===== src/rtl/demux4_bit5_router.sv =====
// demux4_bit5_router: routes each accepted input word into one of four
// one-entry holding registers. The registers drain independently, and each
// channel keeps an 8-bit count of the words it has delivered.
//
// Per-channel FSM
//   state | meaning
//   EMPTY | holding register has no word, OUT_VALID[n]=0
//   FULL  | holding register holds a word, OUT_VALID[n]=1
module demux4_bit5_router #(
  parameter int DATA_W = 5
) (
  input  logic                  CLK,
  input  logic                  RESET,
  input  logic [1:0]            CONTROL,
  input  logic [DATA_W-1:0]     IN,
  input  logic                  IN_VALID,
  output logic                  IN_READY,
  output logic [4*DATA_W-1:0]   OUT_DATA,
  output logic [3:0]            OUT_VALID,
  input  logic [3:0]            OUT_READY,
  output logic [31:0]           DELIV_CNT
);

  typedef enum logic {
    EMPTY = 1'b0,
    FULL  = 1'b1
  } ch_state_t;

  ch_state_t         state_q [4];
  ch_state_t         state_d [4];
  logic [DATA_W-1:0] data_q  [4];
  logic [7:0]        cnt_q   [4];
  logic [3:0]        load;
  logic [3:0]        drain;
  logic              accept;

  // Ready depends on the addressed channel only. A full channel that is
  // draining this cycle can take a new word, which gives 1 word per cycle.
  always_comb begin
    IN_READY = 1'b0;
    if (!RESET) begin
      IN_READY = (state_q[CONTROL] == EMPTY) || OUT_READY[CONTROL];
    end
    accept = IN_VALID && IN_READY;
  end

  // Next-state and per-channel load/drain strobes. An accept takes priority
  // over a drain on the same channel, so the channel stays FULL.
  always_comb begin
    load  = 4'b0000;
    drain = 4'b0000;
    for (int n = 0; n < 4; n++) begin
      state_d[n] = state_q[n];
      drain[n]   = (state_q[n] == FULL) && OUT_READY[n];
      if (accept && (CONTROL == 2'(n))) begin
        load[n]    = 1'b1;
        state_d[n] = FULL;
      end else if (drain[n]) begin
        state_d[n] = EMPTY;
      end
    end
  end

  // Channel state registers.
  always_ff @(posedge CLK or posedge RESET) begin
    if (RESET) begin
      for (int n = 0; n < 4; n++) state_q[n] <= EMPTY;
    end else begin
      for (int n = 0; n < 4; n++) state_q[n] <= state_d[n];
    end
  end

  // Holding registers keep the last word after draining and are only
  // rewritten on a load.
  always_ff @(posedge CLK or posedge RESET) begin
    if (RESET) begin
      for (int n = 0; n < 4; n++) data_q[n] <= '0;
    end else begin
      for (int n = 0; n < 4; n++) begin
        if (load[n]) data_q[n] <= IN;
      end
    end
  end

  // Delivered-word counters. They wrap silently at 256.
  always_ff @(posedge CLK or posedge RESET) begin
    if (RESET) begin
      for (int n = 0; n < 4; n++) cnt_q[n] <= '0;
    end else begin
      for (int n = 0; n < 4; n++) begin
        if (drain[n]) cnt_q[n] <= cnt_q[n] + 8'd1;
      end
    end
  end

  // Flatten the per-channel state onto the output buses.
  always_comb begin
    OUT_DATA  = '0;
    OUT_VALID = 4'b0000;
    DELIV_CNT = '0;
    for (int n = 0; n < 4; n++) begin
      OUT_DATA[n*DATA_W +: DATA_W] = data_q[n];
      OUT_VALID[n]                 = (state_q[n] == FULL);
      DELIV_CNT[8*n +: 8]          = cnt_q[n];
    end
  end

endmodule

===== config.mk =====
export PLATFORM = sky130hd
export DESIGN_NAME = demux4_bit5_router
export DESIGN_NICKNAME = d
export VERILOG_FILES = /design/src/rtl/demux4_bit5_router.sv
export SDC_FILE = /design/constraint.sdc
export NUM_CORES = 1
export LEC_CHECK = 0
export ABC_AREA = 1
export CAP_MARGIN = 30
export CORE_MARGIN = 5
export CORE_UTILIZATION = 49
export CTS_BUF_LIST = sky130_fd_sc_hd__clkbuf_8
export CTS_CLUSTER_DIAMETER = 60
export DETAILED_ROUTE_END_ITERATION = 8
export GPL_TIMING_DRIVEN = 0
export PLACE_DENSITY = 0.89
export SYNTH_ARGS = -nofsm -noshare
export SYNTH_HDL_FRONTEND = slang
export SYNTH_SLANG_ARGS = --single-unit

===== constraint.sdc =====
create_clock -name CLK -period 2.2 [get_ports CLK]
set_clock_uncertainty 0.05 [all_clocks]
set_input_delay 0.44 -clock CLK [delete_from_list [all_inputs] [get_ports CLK]]
set_output_delay 0.44 -clock CLK [all_outputs]
set_load 0.05 [all_outputs]

# After elaboration in Yosys (flattened, before gate mapping)
# Index checks and enable logic that the tools add are counted.
[word_totals]
ram_bits = 0
mem_count = 0
wordCells = 56
latch_bits = 0
register_bits = 56
rom_bits = 0
[classes]
addsub = 4
n_bitwise = 2
n_mux = 18
n_reduce_logical = 15
order_cmp = 2
multipliers = 0
shifts = 0
div_mod_pow = 0
eq_ne = 3
[ops]
columns = ["operator", "count"]
rows = [
  ["8-bit by 1-bit adder with 8-bit output, second input constant", 4],
  ["1-bit 2-to-1 mux", 16],
  ["1-bit logical AND", 9],
  ["2-bit nonzero test", 4],
  ["1-bit binary-select mux with 2-bit select", 2],
  ["2-bit equality test, second input constant", 2],
  ["3-bit greater-or-equal comparator, second input constant", 1],
  ["2-bit by 3-bit < comparator with 1-bit output, second input constant", 1],
  ["2-bit inverter with 3-bit output", 1],
  ["2-bit by 1-bit equality test with 1-bit output, second input constant", 1],
  ["2-bit zero test", 1],
  ["1-bit logical OR", 1],
  ["1-bit inverter", 1],
]

# Longest topological paths before layout
# Gate-level depths: netlist of run 1.
[depth]
ltp_word = 10
mapped_depth = 11
depth_no_buf = 10

# Least setup slack after synthesis of run 1
# Ideal clock, no wire load.
[synth_path]
kind = "in2reg"
start = "in RESET"
end = "reg data_q (netlist bit OUT_DATA[0])"
n_path_buf = 0
stages = 4
t_required_ns = 2.031
path_slack_ns = -0.311
t_arrival_ns = 2.342
setup_time_ns = 0.119
path_cell_list = "inv_1 > nand4_1 > nand2_1 > nand2_1"
[synth_via]
elab_chain_cells = 4
[synth_lines]
columns = ["element", "line_no", "text"]
rows = [
  ["from (decl)", "13", "input logic RESET,"],
  ["1-bit 2-to-1 mux", "41", "if (!RESET) begin"],
  ["1-bit logical AND", "44", "accept = IN_VALID && IN_READY;"],
  ["1-bit logical AND", "55", "if (accept && (CONTROL == 2'(n))) begin"],
  ["1-bit 2-to-1 mux", "55", ""],
  ["to (signal, indexed assignment)", "80", "if (load[n]) data_q[n] <= IN;"],
  ["to (decl)", "31", "logic [DATA_W-1:0] data_q [4];"],
]
# No other way between the ends.
# A chain may end at the register's enable or synchronous reset.

# Worst setup path after layout of run 1
[layout_path]
start = "reg cnt_q (netlist bit DELIV_CNT[28])"
end = "out DELIV_CNT[28]"
[layout_lines]
columns = ["element", "line_no", "text"]
rows = [
  ["from (decl)", "32", "logic [7:0] cnt_q [4];"],
  ["from (signal, indexed assignment)", "91", "if (drain[n]) cnt_q[n] <= cnt_q[n] + 8'd1;"],
  ["to (decl)", "21", "output logic [31:0] DELIV_CNT"],
]
# No word-level cell between the ends.

==> metrics list, run 1 <==
- Mean routed wirelength per cell: roughly 13 um
* Instance count of the mapped netlist: 266
* Via count of the first global-routing pass: 2014
- Setup repair after global routing left no endpoint under its margin.
* Number of flops mapped to enable cells by yosys: 0
- Outcome: finished, final reports clean
- The synthesized netlist contains 23 unique library cells.
- The commonest cells after synthesis are 100 x sky130_fd_sc_hd__nand2_1, 56 x sky130_fd_sc_hd__dfrtp_1, 26 x sky130_fd_sc_hd__inv_1, 16 x sky130_fd_sc_hd__xor2_1, 15 x sky130_fd_sc_hd__nor2_1.
* Effective utilization at floorplan: 51.43%
- Crit start category: register
- Most numerous cell in the Yosys netlist: sky130_fd_sc_hd__nand2_1
* Pwr dens: 1164 nW/um^2
* Maximum number of pins on one net before global-route repair: 39
- In the synthesized netlist the dominant register cell turns out to be sky130_fd_sc_hd__dfrtp_1.
* Leakage power of the design: 1.668 nW
* Min-Delay Path Class: register to register
- Number of endpoints with negative hold slack in the final report: 0
- Derived from the worst setup path, the maximum achievable clock frequency is around 480 MHz.
* Ant diodes: 0
* Aggregate global-route resource usage: 18.31%
* Hold slack final: 0.4416 ns
- Count of filler cells inserted in the layout: just over 400
- Arrival time of data at the critical path endpoint: 1.57 ns
- CP max-delay cell: sky130_fd_sc_hd__clkdlybuf4s50_1
* Critical Path End Type: output pin
* Drt via density: around 4.8
- Summing all multi-input logic gate instances after layout gives 955.9 sq um.
- After the first detailed-routing iteration, the DRC count stood at 41.
- Compared with the post-synthesis result, the final layout area differs by 36.77%.
- Clock-pin slew was measured on the worst setup and hold paths at roughly 0.09 ns.
- Setup violations remaining at the end of the flow were counted as 0.
- Synthesized netlist net count: 284
* CP Data Required Time: 1.71 ns
- Ranked by total cell area, the synthesized netlist is headed by sky130_fd_sc_hd__dfrtp_1 57%, sky130_fd_sc_hd__nand2_1 15%, sky130_fd_sc_hd__xor2_1 5.7%.
- Total vias in the final route: 1966
- Number of buffers added on ports: 69
* Category of cells accounting for the largest share of critical-path delay: buffers and inverters
- Setup fix buffers added after clock tree synthesis: 0
- Headroom to the max-slew limit came out at 61.80%.
- In this run, placement finished with an instance count of between 400 and 500.
* Buf/Inv on CP: 1
- The initial antenna violation count is 0.
- Overflow left after global routing: 0
* Count of pins over their slew limit: 0
* Total detailed-routing wirelength: 5427 um
* Clock sink count: 56
* Largest stage delay, worst path: 0.84 ns
* Register area share after synthesis: approximately 57%
* Clock tree from TritonCTS: yes
- Storage cell area: 1401 sq um
- Clock latency reported for the late side of the worst-skew pair: 0.30 ns
* CTS buffer count: 5
* Routability congestion estimate from global placement: ~0.84
- In this run, post-CTS hold repair placed 0 buffers.
- Measured along the x axis, the die boundary spans 81.11 um.
- Deepest clock path buffer count: 2
* Count of antenna-violating nets left after detailed routing: 0
* Post-synthesis sequential element count: 56
- Series of cell instances along the critical path: clkdlybuf4s50_1
- Critical setup path kind: register to output pin
- Total power consumption of the routed design: 3.945 mW
- For this run, asynchronously set or reset flops after synthesis account for 100.0%.
* Fraction of the cycle the final worst path needs: 93.73%
- Total standard cell area after synthesis: 2477 sq um
- After detailed routing, the number of remaining DRC violations is 0.
- Die ar.: approximately 6600 sq um
- The final layout contains roughly 360 nets.
- Htree depth: 2
- Placeable core area: 4817 sq um
- Share of cells above drive strength 1: 7.826%
* Worst-margin pin slew: 0.5699 ns
- I/O pin total: 71
* Master cell of the clock root buffer: sky130_fd_sc_hd__clkbuf_8
- Warnings, synthesis: 0
- Of all nets on the critical path, the largest fanout is 5.
* Core Rows: 25
- In this run the mean area of a mapped cell was 9.313 sq um.
- Half-perimeter wire length of the detailed placement result: around 4100 um
* Number of violations of the max-capacitance limit: 0
- The floorplan step set the die height to 81.11 um.
* Final instance count without filler cells: 412
- The worst path in the final design needs a cycle of around 2.1 ns, including I/O delays and setup.
- Area leader, netlist: sky130_fd_sc_hd__dfrtp_1
- The first global-routing pass estimated 9342 um of wire.
- First drt pass iteration count: 4
- Post-synth top area share: 56.57%
* Peak supply drop: approximately 0.90 mV
-- layout make-up --
class,count,share of cell area [%]
Sequential cell,56,41.36
Multi-Input combinational cell,180,28.21
Timing Repair Buffer,70,20.97
Inverter,29,3.323
Tap cell,67,2.474
Clock buffer,5,2.031
Clock inverter,3,1.145
Buffer,1,0.3323
Timing Repair inverter,1,0.1477
-- per-layer routing --
metal,global-route usage (%),routed length [um],vias to the layer above
met3,5.876,373,5
met1,22.32,2212,929
met4,4.392,48,0
li1,-,-,970
met2,31.53,2792,62
met5,0,0,-
-- path summary, 6_finish.rpt --
| path | start | endpoint | slack (ns) | depth (start not counted) |
|---|---|---|---|---|
| worst max-delay path | DELIV_CNT[28] | DELIV_CNT[28] | 0.14 | 1 |
| worst min-delay path | OUT_DATA[11] | OUT_DATA[11] | 0.44 | 2 |
| worst max register to register | OUT_VALID[2] | OUT_DATA[13] | 0.80 | 8 |
| worst min register to register | OUT_DATA[11] | OUT_DATA[11] | 0.44 | 2 |
| max in group asynchronous | RESET | DELIV_CNT[25] | 1.11 | 3 |
| min in group asynchronous | RESET | DELIV_CNT[3] | 0.52 | 2 |
-- logic make-up (layout without fill, tap and decap cells) --
logic type | Yosys count | in the layout | synth area share [%]
AOI/OAI and AO/OA | 7 | 7 | 1.565
buffers and inverters | 30 | 109 | 4.848
xor gates and xnor gates | 24 | 24 | 8.485
and+or+nand+nor | 143 | 143 | 25.61
DFF | 56 | 56 | 56.57
muxes | 2 | 2 | 0.9090
adders and majority gates | 4 | 4 | 2.020
-- report_power, final --
part / internal [mW] / total [mW] / switching (mW) / leakage (nW)
clock network: 0.334 / 0.646 / 0.313 / 0.0593
logic: 0.592 / 1.81 / 1.21 / 0.892
registers: 1.27 / 1.49 / 0.221 / 0.717
total: 2.20 / 3.95 / 1.75 / 1.67
-- layout by cell type (no fill, tap or decap) --
master | synthesis | layout
sky130_fd_sc_hd__a21oi_1 | 1 | 1
sky130_fd_sc_hd__a31o_1 | 1 | 1
sky130_fd_sc_hd__and2_1 | 2 | 2
sky130_fd_sc_hd__buf_12 | 0 | 1
sky130_fd_sc_hd__buf_4 | 0 | 1
sky130_fd_sc_hd__buf_6 | 1 | 1
sky130_fd_sc_hd__bufinv_16 | 0 | 1
sky130_fd_sc_hd__clkbuf_8 | 0 | 5
sky130_fd_sc_hd__clkdlybuf4s50_1 | 0 | 67
sky130_fd_sc_hd__clkinv_2 | 0 | 1
sky130_fd_sc_hd__clkinvlp_2 | 0 | 1
sky130_fd_sc_hd__clkinvlp_4 | 0 | 1
sky130_fd_sc_hd__dfrtp_1 | 56 | 56
sky130_fd_sc_hd__dlymetal6s2s_1 | 0 | 1
sky130_fd_sc_hd__ha_1 | 4 | 4
sky130_fd_sc_hd__inv_1 | 26 | 26
sky130_fd_sc_hd__inv_2 | 3 | 3
sky130_fd_sc_hd__mux2_2 | 2 | 2
sky130_fd_sc_hd__nand2_1 | 100 | 100
sky130_fd_sc_hd__nand2_2 | 1 | 1
sky130_fd_sc_hd__nand2_4 | 1 | 1
sky130_fd_sc_hd__nand3_1 | 7 | 7
sky130_fd_sc_hd__nand3_4 | 1 | 1
sky130_fd_sc_hd__nand4_1 | 6 | 6
sky130_fd_sc_hd__nor2_1 | 15 | 15
sky130_fd_sc_hd__nor2_2 | 2 | 2
sky130_fd_sc_hd__nor2_4 | 4 | 4
sky130_fd_sc_hd__nor3_1 | 3 | 3
sky130_fd_sc_hd__nor3_2 | 1 | 1
sky130_fd_sc_hd__o21ai_1 | 5 | 5
sky130_fd_sc_hd__xnor2_1 | 8 | 8
sky130_fd_sc_hd__xor2_1 | 16 | 16
-- metrics by stage --
stage                     cell area [sq um]  util, %  setup slack [ns]  TNS (ns)
after global routing                   3388    70.34           0.07152         0
final                                  3388    70.34            0.1379         0
after CTS                              3381    70.18           0.02459         0
after floorplan                        2481        -           0.03372         0
after detailed placement               3276    68.00           -0.5775    -6.439
after global placement                 3256    67.58           -0.9360    -22.32
-- sequential cells by signal, summed over array words and instances, names as in the netlist --
signal     flops
DELIV_CNT     32
OUT_DATA      20
OUT_VALID      4
-- repair_timing --
item / in CTS / in global routing
resized for setup: 6 / 1
setup endpoints to repair: 1 / 25
hold endpoints to repair: 0 / 0
cloned: 0 / 1
-- worst min-delay path, cell delays in order, from the launching register on --
cell and delay (ns):
sky130_fd_sc_hd__dfrtp_1 0.36, sky130_fd_sc_hd__nand2_1 0.06, sky130_fd_sc_hd__nand2_1 0.05
Note: power is estimated with default switching activity, not from simulation.
==> inputs of run 2 (changes only) <==
--- a/config.mk
+++ b/config.mk
@@ -14,6 +14,7 @@
 export DETAILED_ROUTE_END_ITERATION = 8
 export GPL_TIMING_DRIVEN = 0
 export PLACE_DENSITY = 0.89
+export SETUP_SLACK_MARGIN = 0.2
 export SYNTH_ARGS = -nofsm -noshare
 export SYNTH_HDL_FRONTEND = slang
 export SYNTH_SLANG_ARGS = --single-unit
==> run 2 against run 1 <==
  * Sequential share of layout area fell by 0.18 points
  * Global-route usage barely moved
  * Total power fell by 2.8%
  * Setup slack improved by 0.11 ns
  * Count of clock-buffer cells in the layout did not move
  * Clock power rose by 3%
  * Combinational power fell by 7%
  * Cell count rose by 0.24%
  * Sequential cell count did not move
  * Cell area rose by 0.44%
  * First-iteration DRC count rose by 63%
==> metrics list, run 2 (synthesized netlist as in run 1, its figures left out) <==
* Layout Utilization: 70.65% (+0.31 points)
* Number of antenna violations at the first check in global routing: 0 (unchanged)
- Minimum period implied by the final worst setup slack: 1.953 ns (-0.1089 ns)
- The share of final-layout standard cells stronger than drive strength 1 was 8.671% (+0.84 points).
- Initial DRC count: 67 (+63%)
* Peak clock frequency supported by timing: 512.0 MHz (+5.6%)
* CTS buffer count: 5 (unchanged)
- The post-route fraction of the period consumed by the critical path is 88.78% (-5.0 points).
- P_int: 2.071 mW (-5.7%)
- First drt pass iteration count: 7 (+3)
* Flop pwr share: 38.7% (+0.9 points)
* Leakage power of the design: 2.018 nW (+21%)
- The net switching component of the power came to 1.763 mW (+0.82%).
- Hold Startpoint: OUT_READY[2]
* Master cell of the clock root buffer: sky130_fd_sc_hd__clkbuf_8
* RR Startpoint: OUT_VALID[3]
* Die Span X: 81.11 um (unchanged)
* Arrival time of data at the critical path endpoint: 1.46 ns (-0.11 ns)
- Series of cell instances along the critical path: clkdlybuf4s50_1
- The clock latency on the worst-skew pair came to 0.30 ns (about the same).
- Drt via density: 4.896 (+2.6%)
- Count of antenna-violating nets left after detailed routing: 0 (unchanged)
* Deepest clock path buffer count: 2 (unchanged)
- The number of buffer and inverter instances along the worst setup path was 1 (unchanged).
* Aggregate global-route resource usage: 18.34% (+0.024 points)
- Count of pins over their slew limit: 0 (unchanged)
* Commonest cells after routing, fill and taps aside: 100 x sky130_fd_sc_hd__nand2_1, 56 x sky130_fd_sc_hd__dfrtp_1, 39 x sky130_fd_sc_hd__dlygate4sd2_1
- The setup violation total in the final timing report is 0 (unchanged).
- Fraction of power consumed by the clock network: 17.3% (+0.9 points)
* Total vias in the final route: 2022 (+2.8%)
* Most common cell after layout, fill and taps aside: sky130_fd_sc_hd__nand2_1
- The tightest min-delay check is of the primary input to register type.
* I/O pin total: 71 (unchanged)
- Total Nets Final: 363 (+0.28%)
- Peak supply drop: 0.6175 mV (-32%)
- The number of clock sinks was 56 (unchanged).
- Global-route wire length before repair: 9266 um (-0.81%)
* Half-perimeter wire length of the detailed placement result: 4082 um (-1.4%)
* Number of buffers added on ports: 69 (unchanged)
- Die ar.: 6578 sq um (unchanged)
* Largest fanout on the critical path: 2 (-3)
- The number of max-capacitance violations reported is 0 (unchanged).
- The overall power consumption came to 3.834 mW (-2.8%).
- Pwr dens: 1127 nW/um^2 (-3.2%)
- The leftover overflow at the end of global routing is 0 (unchanged).
* Via count of the first global-routing pass: 2046 (+1.6%)
- Total detailed-routing wirelength: 5735 um (+5.7%)
- STA classifies the critical path endpoint as an output pin.
- The worst endpoint required time was 1.71 ns (about the same).
* Maximum number of pins on one net before global-route repair: 39 (unchanged)
* Max FFs per register: 32 (unchanged)
* Number of endpoints with negative hold slack in the final report: 0 (unchanged)
- CP max-delay cell: sky130_fd_sc_hd__clkdlybuf4s50_1
* Clk pin slew, worst setup/hold paths: 0.10 ns (about the same)
- The core area was 4817 sq um (unchanged).
- Share of total power consumed by net switching: 45.98% (+1.7 points)
* Core Rows: 25 (unchanged)
* Crit start category: register
- Htree depth: 2 (unchanged)
- The actual slew at the worst max-slew pin came to 0.5655 ns (-0.004375 ns).
* Die height: 81.11 um (unchanged)
- Effective utilization at floorplan: 51.43% (unchanged)
- Routability congestion estimate from global placement: 0.8236 (-2.0%)
* Category of cells accounting for the largest share of critical-path delay: buffers and inverters
- Mean routed wirelength per cell: 13.89 um (+5.4%)
* Outcome: finished, final reports clean
* Remaining max-slew budget at the tightest pin: 62.09% (+0.29 points)
- Largest stage delay, worst path: 0.80 ns (-0.04 ns)
- The diode insertion count for antenna repair was 0 (unchanged).
* Beginning of the critical path: OUT_DATA[11]
- Critical setup path kind: register to output pin
- Share of total power in combinational logic: 44.0% (-1.8 points)
- The number of remaining DRC errors was 0 (unchanged).
- TritonCTS built the clock tree.
* Slack of the worst reg-to-reg path: 0.74 ns (-0.06 ns)
- Layout-stage area growth over the synthesis result: 37.37%
* RSZ-0062 raised after global routing: yes
[run 2: area by class of cell]
| cell class | instances | area [sq um] |
|---|---|---|
| Buffer | 1 | 11.26 |
| Clock buffer | 5 | 68.82 |
| Clock inverter | 3 | 42.54 |
| Fill cell | 390 | 1414 |
| Inverter | 29 | 112.6 |
| Multi-Input combinational cell | 180 | 959.7 |
| Sequential cell | 56 | 1401 |
| Tap cell | 67 | 83.83 |
| Timing Repair Buffer | 71 | 718.2 |
| Timing Repair inverter | 1 | 5.005 |
[run 2: what timing repair did]
item | in CTS | in global routing
endpoints found under the setup margin | 63 | 17
hold buffers | 0 | 0
gates cloned | 1 | 0
buffers inserted | 1 | 0
gates resized for setup | 45 | 20
[run 2: routing by layer]
metal / part of all wire, % / global-route usage, %
met5: 0 / 0
met4: 2.4 / 5.068
met3: 7.1 / 5.432
met2: 51 / 31.44
met1: 40 / 22.46
[run 2: metrics by stage]
stage                     instances  cell area (sq um)  setup slack [ns]  hold WS [ns]  setup TNS, ns
after global routing            413               3403            0.1984        0.3256              0
final                           413               3403            0.2468        0.3426              0
after floorplan                 266               2485            0.1712        0.4706              0
after detailed placement        403               3279           -0.5648        0.4142         -7.223
after CTS                       413               3352            0.1667        0.4452              0
after global placement          402               3259           -0.9719        0.4153         -23.07
[run 2: worst paths after layout]
path | cells past startpoint | endpoint
worst min-delay path | 2 | OUT_VALID[2]
worst max-delay path | 1 | OUT_DATA[11]
worst min register to register | 2 | OUT_DATA[18]
worst max register to register | 8 | OUT_DATA[8]
min in group asynchronous | 2 | DELIV_CNT[17]
max in group asynchronous | 2 | DELIV_CNT[23]
[run 2: power by group through the flow]
| stage | Sequential (mW) | Clock (mW) | Combinational [mW] |
|---|---|---|---|
| final | 1.48 | 0.664 | 1.69 |
| after CTS | 1.48 | 0.692 | 1.70 |
| after global placement | 1.49 | 0 | 1.78 |
| after detailed placement | 1.50 | 0 | 1.82 |
| after global routing | 1.52 | 0.738 | 1.79 |
| after floorplan | 2.33 | 0 | 0.338 |
==> inputs of run 3 (changes only) <==
==> constraint.sdc (replaced) <==
create_clock -name CLK -period 2.02 [get_ports CLK]
set_clock_uncertainty 0.05 [all_clocks]
set_input_delay 0.404 -clock CLK [delete_from_list [all_inputs] [get_ports CLK]]
set_output_delay 0.404 -clock CLK [all_outputs]
set_load 0.05 [all_outputs]
==> run 3 against run 2 <==
  * Setup slack gained 0.0095 ns
  * Critical path type unchanged
  * Combinational power grew 7%
  * Die area is the same
  * Register-to-register slack lost 0.29 ns
  * Critical path depth grew 5
  * Cell count grew 0.73%
  * First-iteration DRC count shrank 4.5%
  * Sequential share of layout area grew 0.40 points
  * Count of clock-buffer cells in the layout is the same
==> metrics list, run 3 (synthesized netlist as in run 1, its figures left out) <==
- The design area came to 3371 sq um (-0.96%).
- In this run the worst hold path is classified as primary input to register.
- Deepest clock path buffer count: 2 (unchanged)
- The flow ran to the end, and the final reports show no timing, DRC or antenna violations.
* Placement-stage cell area: 3287 sq um (+0.23%)
* Die ar.: 6578 sq um (unchanged)
- RSZ-0062 raised after global routing: yes
* Placeable core area: 4817 sq um (unchanged)
- The worst endpoint required time came to 1.57 ns (-0.14 ns).
* Aggregate global-route resource usage: 19.49% (+1.2 points)
- The largest net degree at the start of global routing was 38 (-2.6%).
- Layout-stage area growth over the synthesis result: 36.06%
- Effective utilization at floorplan: 51.43% (unchanged)
- The height of the die is 81.11 um (unchanged).
- Worst-margin pin slew: 0.5345 ns (-0.03098 ns)
- Setup ws final: 0.2563 ns (+0.009490 ns)
- Die Span X: 81.11 um (unchanged)
* Remaining max-slew budget at the tightest pin: 64.17% (+2.1 points)
* Number of antenna violations at the first check in global routing: 0 (unchanged)
- Count of pins over their slew limit: 0 (unchanged)
- The number of remaining DRC errors came to 0 (unchanged).
* Htree depth: 2 (unchanged)
- STA classifies the critical path startpoint as a register.
* Clock latency reported for the late side of the worst-skew pair: 0.30 ns (about the same)
- The via count of the first global-routing pass is 2169 (+6.0%).
- Number of violations of the max-capacitance limit: 0 (unchanged)
- Core Rows: 25 (unchanged)
- The placement-stage worst setup slack was -0.6698 ns (-0.1050 ns).
- The worst setup path is of the register to output pin kind.
* Fraction of the cycle the final worst path needs: 87.31%
- I/O pin total: 71 (unchanged)
- The diode insertion count for antenna repair was 0 (unchanged).
- The standby leakage power is 1.892 nW (-6.3%).
- TritonCTS built the clock tree.
- Count of antenna-violating nets left after detailed routing: 0 (unchanged)
- The post-layout net count came to 366 (+0.83%).
- The length of the first detailed-routing pass in iterations was 6 (-1).
- The critical path data arrival time came to 1.31 ns (-0.15 ns).
* Clk pin slew, worst setup/hold paths: 0.10 ns (about the same)
- Initial DRC count: 64 (-4.5%)
- Pwr dens: 1223 nW/um^2 (+8.6%)
- Clock sink count: 56 (unchanged)
- Master cell of the clock root buffer: sky130_fd_sc_hd__clkbuf_8
- Total vias in the final route: 2010 (-0.59%)
- The final-report hold violation count was 0 (unchanged).
- The CTS buffer count is 5 (unchanged).
* Critical Path End Type: output pin
* Number of buffers added on ports: 69 (unchanged)
- Routability congestion estimate from global placement: 0.8142 (-1.1%)
* Total detailed-routing wirelength: 5653 um (-1.4%)
- The wire length per cell was 13.59 um (-2.1%).
- Most common cell after layout, fill and taps aside: sky130_fd_sc_hd__nand2_1
* Commonest cells after routing, fill and taps aside: 100 x sky130_fd_sc_hd__nand2_1, 56 x sky130_fd_sc_hd__dfrtp_1, 56 x sky130_fd_sc_hd__dlygate4sd2_1
* Drt via density: 4.832 (-1.3%)
- Global-route wire length before repair: 9894 um (+6.8%)
- Largest fanout on the critical path: 4 (+2)
* Count of endpoints failing setup in the final report: 0 (unchanged)
- The flip-flop count of the largest register, all copies and words added is 32 (unchanged).
* Share of cells above drive strength 1: 9.456% (+0.79 points)
- Overflow left after global routing: 0 (unchanged)
* Minimum period implied by the final worst setup slack: 1.764 ns
* Peak clock frequency supported by timing: 567.0 MHz
* Half-perimeter wire length of the detailed placement result: 4213 um (+3.2%)
- The maximum vdd ir drop came to 0.7245 mV (+17%).
run 3: cell count changes in the layout (fill, tap and decap cells not counted):
| cell | before | now |
|---|---|---|
| sky130_fd_sc_hd__a21oi_2 | 1 | 0 |
| sky130_fd_sc_hd__a21oi_4 | 0 | 1 |
| sky130_fd_sc_hd__buf_4 | 1 | 4 |
| sky130_fd_sc_hd__clkbuf_2 | 0 | 1 |
| sky130_fd_sc_hd__clkdlybuf4s50_1 | 10 | 7 |
| sky130_fd_sc_hd__clkinvlp_4 | 2 | 1 |
| sky130_fd_sc_hd__dlygate4sd2_1 | 39 | 56 |
| sky130_fd_sc_hd__dlymetal6s2s_1 | 19 | 4 |
| sky130_fd_sc_hd__inv_1 | 25 | 26 |
| sky130_fd_sc_hd__nor2_2 | 2 | 1 |
| sky130_fd_sc_hd__nor2_4 | 4 | 5 |
run 3: critical path, stage by stage, from the launching register on:
cell and delay (ns):
sky130_fd_sc_hd__dfrtp_1 0.43, sky130_fd_sc_hd__nand2_1 0.08, sky130_fd_sc_hd__nand2_1 0.06, sky130_fd_sc_hd__nand2_1 0.07
sky130_fd_sc_hd__nand2_2 0.07, sky130_fd_sc_hd__a21oi_4 0.13, sky130_fd_sc_hd__buf_6 0.17
run 3: area by class of cell:
type	instances	area, sq um
plain buffers	1	11.26
clock buffers	5	68.82
clock inverters	3	38.79
fillers	418	1446
inverters	29	112.6
multi-input cells	180	972.2
flip-flops and latches	56	1401
well taps	67	83.83
repair buffers	74	676.9
repair inverters	1	5.005
run 3: layer usage:
metal	up-vias	routed length (um)	track usage, %
met3	10	401	5.322
met2	70	2802	32.76
met5	-	0	0
met1	950	2335	24.03
li1	980	-	-
met4	0	114	7.095
run 3: metrics by stage:
step                      hold slack (ns)  setup TNS [ns]  power, mW  std cells  util [%]
after floorplan                    0.4346               0      2.911        266         -
after global placement             0.4150          -27.89      3.564        402     67.82
after detailed placement           0.4140          -11.91      3.631        403     68.23
after CTS                          0.4346               0      4.153        413     69.19
after global routing               0.2962               0      4.368        416     69.97
final                              0.2919               0      4.123        416     69.97
run 3: repair_timing:
item / CTS / global route
pin swaps: 0 / 9
setup buffers: 1 / 3
gates resized for setup: 63 / 8
hold buffers: 0 / 0
gates cloned: 1 / 0
endpoints found under the setup margin: 81 / 2
run 3: path summary, 6_finish.rpt:
path                              startpoint       endpoint  slack [ns]  depth (start not counted)
worst min-delay path            OUT_READY[0]   OUT_VALID[0]        0.29                          2
max in group asynchronous              RESET   DELIV_CNT[2]        1.05                          2
worst min register to register  OUT_DATA[10]   OUT_DATA[10]        0.43                          2
min in group asynchronous              RESET  DELIV_CNT[18]        0.58                          2
worst max register to register  OUT_VALID[3]    OUT_DATA[7]        0.45                          9
worst max-delay path            OUT_VALID[3]       IN_READY        0.26                          6
run 3: power by group:
part,internal (mW),switching (mW)
clock,0.363,0.346
combinational,0.464,1.33
sequential,1.38,0.232
total,2.21,1.91
